File: config.mk
export PLATFORM = sky130hd
export DESIGN_NAME = ser_piso_buf
export DESIGN_NICKNAME = d
export VERILOG_FILES = /design/src/rtl/ser_piso_buf.sv
export SDC_FILE = /design/constraint.sdc
export NUM_CORES = 1
export LEC_CHECK = 0
export BUFFER_PORTS_ARGS = -buffer_cell sky130_fd_sc_hd__buf_2
export CAP_MARGIN = 20
export CORE_MARGIN = 2
export CORE_UTILIZATION = 55
export DETAILED_ROUTE_END_ITERATION = 6
export PLACE_DENSITY = 0.75
export SLEW_MARGIN = 40
export SYNTH_ARGS = -nofsm -noshare
export SYNTH_HDL_FRONTEND = slang
export SYNTH_SLANG_ARGS = --single-unit
File: constraint.sdc
create_clock -name CLK -period 1.9 [get_ports CLK]
set_clock_uncertainty 0.1 [all_clocks]
set_input_delay 0.095 -clock CLK [delete_from_list [all_inputs] [get_ports CLK]]
set_output_delay 0.095 -clock CLK [all_outputs]
set_load 0.05 [all_outputs]
File: src/rtl/ser_piso_buf.sv
// Parallel-in serial-out shifter with one holding buffer, paced by an external bit-rate tick.
// Latency: first bit appears the cycle after the first tick following a load; bits change only on ticks.
// Backpressure: ld_ready drops while the holding buffer is full or ser_en is low; loads are refused then.
module ser_piso_buf #(
  parameter int   DATA_WIDTH = 8,
  parameter bit   MSB_FIRST  = 1'b0,
  parameter logic IDLE_VAL   = 1'b0,
  localparam int  LW         = $clog2(DATA_WIDTH + 1)
) (
  input  logic                  CLK,
  input  logic                  RST,
  input  logic                  ser_en,
  input  logic                  tick,
  input  logic                  ld_valid,
  input  logic [DATA_WIDTH-1:0] P_DATA,
  input  logic [LW-1:0]         DLEN,
  output logic                  ld_ready,
  output logic                  ser_data,
  output logic                  ser_busy,
  output logic                  ser_done
);

  typedef enum logic {IDLE, SHIFT} state_t;

  localparam logic [LW-1:0] ONE    = LW'(1);
  localparam logic [LW-1:0] FULL_W = LW'(DATA_WIDTH);

  state_t                  state_q, state_d;
  logic [DATA_WIDTH-1:0]   buf_dat_q, buf_dat_d;
  logic [LW-1:0]           buf_len_q, buf_len_d;
  logic                    buf_full_q, buf_full_d;
  logic [DATA_WIDTH-1:0]   sh_q, sh_d;
  logic [LW-1:0]           cnt_q, cnt_d;
  logic [LW-1:0]           len_q, len_d;
  logic                    sdat_q, sdat_d;
  logic                    done_q, done_d;

  logic                    ld_fire;
  logic                    word_end;
  logic                    done_evt;

  // Select bit idx of a word; a shift avoids a narrow-index part-select.
  function automatic logic pick(input logic [DATA_WIDTH-1:0] w, input logic [LW-1:0] idx);
    logic [DATA_WIDTH-1:0] s;
    s = w >> idx;
    return s[0];
  endfunction

  assign ld_ready = ser_en && !buf_full_q;
  assign ser_data = sdat_q;
  assign ser_busy = (state_q == SHIFT);
  assign ser_done = done_q;

  // Next-state: enable-abort, tick-driven shifting/handover, and buffer loading.
  always_comb begin
    state_d    = state_q;
    buf_dat_d  = buf_dat_q;
    buf_len_d  = buf_len_q;
    buf_full_d = buf_full_q;
    sh_d       = sh_q;
    cnt_d      = cnt_q;
    len_d      = len_q;
    sdat_d     = sdat_q;
    done_evt   = 1'b0;
    ld_fire    = ld_valid && ld_ready;
    word_end   = (state_q == SHIFT) && (cnt_q == len_q);

    if (!ser_en) begin
      state_d    = IDLE;
      buf_dat_d  = '0;
      buf_len_d  = '0;
      buf_full_d = 1'b0;
      sh_d       = '0;
      cnt_d      = '0;
      len_d      = '0;
      sdat_d     = IDLE_VAL;
    end else begin
      if (tick) begin
        if ((state_q == SHIFT) && !word_end) begin
          // Mid-word: emit the next bit in the configured order.
          sdat_d = pick(sh_q, MSB_FIRST ? (len_q - cnt_q - ONE) : cnt_q);
          cnt_d  = cnt_q + ONE;
        end else if (buf_full_q) begin
          // Start from idle, or hand over back-to-back with no idle gap.
          state_d    = SHIFT;
          sh_d       = buf_dat_q;
          len_d      = buf_len_q;
          cnt_d      = ONE;
          sdat_d     = pick(buf_dat_q, MSB_FIRST ? (buf_len_q - ONE) : '0);
          buf_full_d = 1'b0;
          buf_dat_d  = '0;
          buf_len_d  = '0;
          done_evt   = word_end;
        end else if (word_end) begin
          state_d  = IDLE;
          sdat_d   = IDLE_VAL;
          done_evt = 1'b1;
        end
      end
      // Load only ever targets an empty buffer, so it never collides with a handover.
      if (ld_fire) begin
        buf_dat_d  = P_DATA;
        buf_len_d  = ((DLEN == '0) || (DLEN > FULL_W)) ? FULL_W : DLEN;
        buf_full_d = 1'b1;
      end
    end
    // A done pulse is never stretched across two cycles, even with back-to-back ticks.
    done_d = done_evt && !done_q;
  end

  // State register with synchronous reset taking priority over everything.
  always_ff @(posedge CLK) begin
    if (RST) begin
      state_q    <= IDLE;
      buf_dat_q  <= '0;
      buf_len_q  <= '0;
      buf_full_q <= 1'b0;
      sh_q       <= '0;
      cnt_q      <= '0;
      len_q      <= '0;
      sdat_q     <= IDLE_VAL;
      done_q     <= 1'b0;
    end else begin
      state_q    <= state_d;
      buf_dat_q  <= buf_dat_d;
      buf_len_q  <= buf_len_d;
      buf_full_q <= buf_full_d;
      sh_q       <= sh_d;
      cnt_q      <= cnt_d;
      len_q      <= len_d;
      sdat_q     <= sdat_d;
      done_q     <= done_d;
    end
  end

endmodule
==> impl_metrics.toml <==
[clock_network]
cts_buffer_depth = 2
cts_root_buf = "clkbuf_4"
cts.sinks = 32
cts_buffers = 5
cts_tree = "built"
clock_latency_ns = 0.31
cts.clk_slew.worst_paths_ns = 0.09
h-tree-depth = 2

[cells_and_area]
final_layout_size_suffix_gt1_share_pct = 21.0
fin_area_sq_um = 1800
diodes = 0
syn_to_final_growth_pct = 21.6
fin_cells = 235
fin_nets = 223

[synth]
syn_nets = 188
synth_cell_types = 38
async_reset_ff_share_pct = 0
synthTopCellsByArea = "dfxtp_1 (43%), a21oi_1 (9.8%), nand2_1 (6.1%), nand3_1 (4.7%), o21ai_1 (4.4%)"
ys_seq_elements = 32
synthesis.area_sq_um = 1480
syn_inst = 170
synth_most_common_cell = "dfxtp_1"
synth_top_area_share_pct = 43.4
ys_warn_count = 0
synth_seq_area_share_pct = 43.4
ys_top_cells_by_count = "dfxtp_1 (32), a21oi_1 (29), nand2_1 (24)"
ys.flop_type = "dfxtp_1"
synth_area_per_cell_sq_um = 8.69
synth_enable_flop_cells = 0
yosysTopAreaCell = "dfxtp_1"

[timing]
grt_setup_unrepaired = "no"
timing.final.ws_setup_ns = 0.0739
drv_slew = 0
timing.fmax_ghz = 0.548
finalSetupViolCount = 0
post-route-period-util_pct = 96.1
maxSlewHeadroom_pct = 70.8
setup_tns_ns = 0
hold_violations = 0
fin_crit_ns = 1.83
tightest_slew_ns = 0.438

[detailed_routing]
first_pass_iters = 7
viasPerCell = 5.71
via_count = 1342
wl_per_cell_um = 14.2
drtIter0Drc = 39
wl_um = 3340
drc = 0
antenna_left = 0

[placement]
gp_congestion = 0.870
dp.final_hpwl_um = 2210
numPortBuffers = 20
dp_cells = 216
place_area_sq_um = 1620
place_ws_ns = 0.0457

[grt]
grt_pass1_vias = 1245
overflow = 0
grt_max_degree = 15
grt_pass1_wl_um = 5550
antenna_found_initial = 0
track_usage_pct = 22.2

[worst_setup_path]
cp-start-kind = "register"
critPathTopFamily = "compound AO/OA/AOI/OAI gates"
critPathKind = "reg2reg"
cp_max_fo = 13
crit_buf_inv = 2
required_ns = 2.04
r2r_cells = 6
path_cells = "xor2_2, buf_4, o41ai_4, buf_4, nand3_1, a21oi_1"
r2r_slack_ns = 0.07
cp_slowest_stage_delay_ns = 0.40
timing.rr.end = "sh_q[1]$_SDFFE_PP0P_"
r2r_start = "len_q[2]$_SDFFE_PP0P_"
critPathMostFrequentCell = "buf_4"
end_kind = "register"
critPathArrivalTime_ns = 1.97
crit_path_top_delay_cell = "o41ai_4"

[power]
cellLeakagePower_uw = 0.000686
cellPowerDensity_nw_per_um2 = 632
power.total_uw = 1140
ir_drop_v = 0.000491

[floorplanning]
die_height_um = 55.8
rows = 18
start_util_pct = 58.6
core_sq_um = 2520
die-area_sq_um = 3120
fp.dieW_um = 55.8
ios = 21

[worst_hold_path]
holdCritStartpoint = "RST"
hold_class = "in2reg"
worstHoldEndpoint = "ser_done$_SDFF_PP0_"
min_path_cells = 4

[outcome]
status = "completed"

[job]
maxCapViolCount = 0
==> registers in the layout (all words and copies together) (netlist names) <==
name / count
buf_dat_q: 8
buf_full_q: 1
buf_len_q: 4
cnt_q: 4
len_q: 4
ser_busy: 1
ser_data: 1
ser_done: 1
sh_q: 8
==> report_power, final <==
group	internal [uW]	leakage (uW)	switching [uW]
Combinational	49.6	0.000400	56.7
Clock	136	0.0000281	212
Sequential	677	0.000258	4.74
Total	863	0.000686	274
==> per-stage QoR <==
stage	hold WS, ns	util [%]
after floorplan	0.129	-
after global placement	0.232	64.2
after detailed placement	0.238	64.2
after CTS	0.0136	70.9
after global routing	0.0314	71.2
final	0.0201	71.2
==> worst reg2reg max path, stage by stage (launching register included) <==
cell and delay, ns:
dfxtp_1 0.37, xor2_2 0.20, buf_4 0.15, o41ai_4 0.40, buf_4 0.26, nand3_1 0.11
a21oi_1 0.16
==> metal layers <==
layer	track usage [%]	up-vias	wire length, um	part of all wire (%)
met5	0	-	0	0
met4	7.14	0	15	0.45
met3	4.65	2	123	3.7
met2	36.9	29	1650	49
met1	28.8	644	1550	46
li1	-	667	-	-
==> cell families after synthesis <==
kind of cell | share of synthesized area [%]
AO/OA/AOI/OAI | 24.3
XOR/XNOR | 3.39
adder cells (fa/ha/maj) | 0.847
buffers and inverters | 5.84
flip-flops | 43.4
multiplexers | 3.56
AND/OR/NAND/NOR | 18.7
==> timing repair <==
item / in CTS / in global routing
pin swaps: 0 / 0
setup buffers: 0 / 0
hold buffers: 12 / 0
setup endpoints to repair: 1 / 4
hold endpoints to repair: 12 / 0
gates resized for setup: 1 / 1
==> worst max path at each step <==
stage / from / end / slack, ns / cells after the start
after floorplan: buf_full_q$_SDFFE_PP0P_ / buf_dat_q[0]$_SDFFE_PP0P_ / 0.07 / 5
after global placement: len_q[2]$_SDFFE_PP0P_ / buf_len_q[3]$_SDFFE_PP0P_ / 0.09 / 5
after detailed placement: len_q[2]$_SDFFE_PP0P_ / sh_q[3]$_SDFFE_PP0P_ / 0.05 / 5
after CTS: len_q[2]$_SDFFE_PP0P_ / buf_dat_q[1]$_SDFFE_PP0P_ / 0.06 / 5
after global routing: len_q[2]$_SDFFE_PP0P_ / sh_q[2]$_SDFFE_PP0P_ / 0.02 / 6
final: len_q[2]$_SDFFE_PP0P_ / sh_q[1]$_SDFFE_PP0P_ / 0.07 / 6
==> placed cells by master (no fill, tap or decap), types with 2 or more instances in the layout <==
cell           instances
a21oi_1               29
buf_4                  9
nand2_1               24
mux2i_1                3
dfxtp_1               32
nand2b_1               3
nor2b_1                3
buf_2                 20
nand3_1               14
nand3b_1               4
dlygate4sd3_1         12
xor2_1                 2
clkbuf_4               5
nor2_1                 4
xor2_2                 2
o21ai_1               13
o21ai_0                2
==> layout make-up <==
class                      count  area, sq um
clock inverter                 1         5.00
inverter                       1         3.75
timing repair buffer          42          308
clock buffer                   6         41.3
multi-input combinational    123          761
sequential                    32          641
fill                         200          726
tap                           30         37.5
No activity file was read; power rests on OpenSTA's default activity.
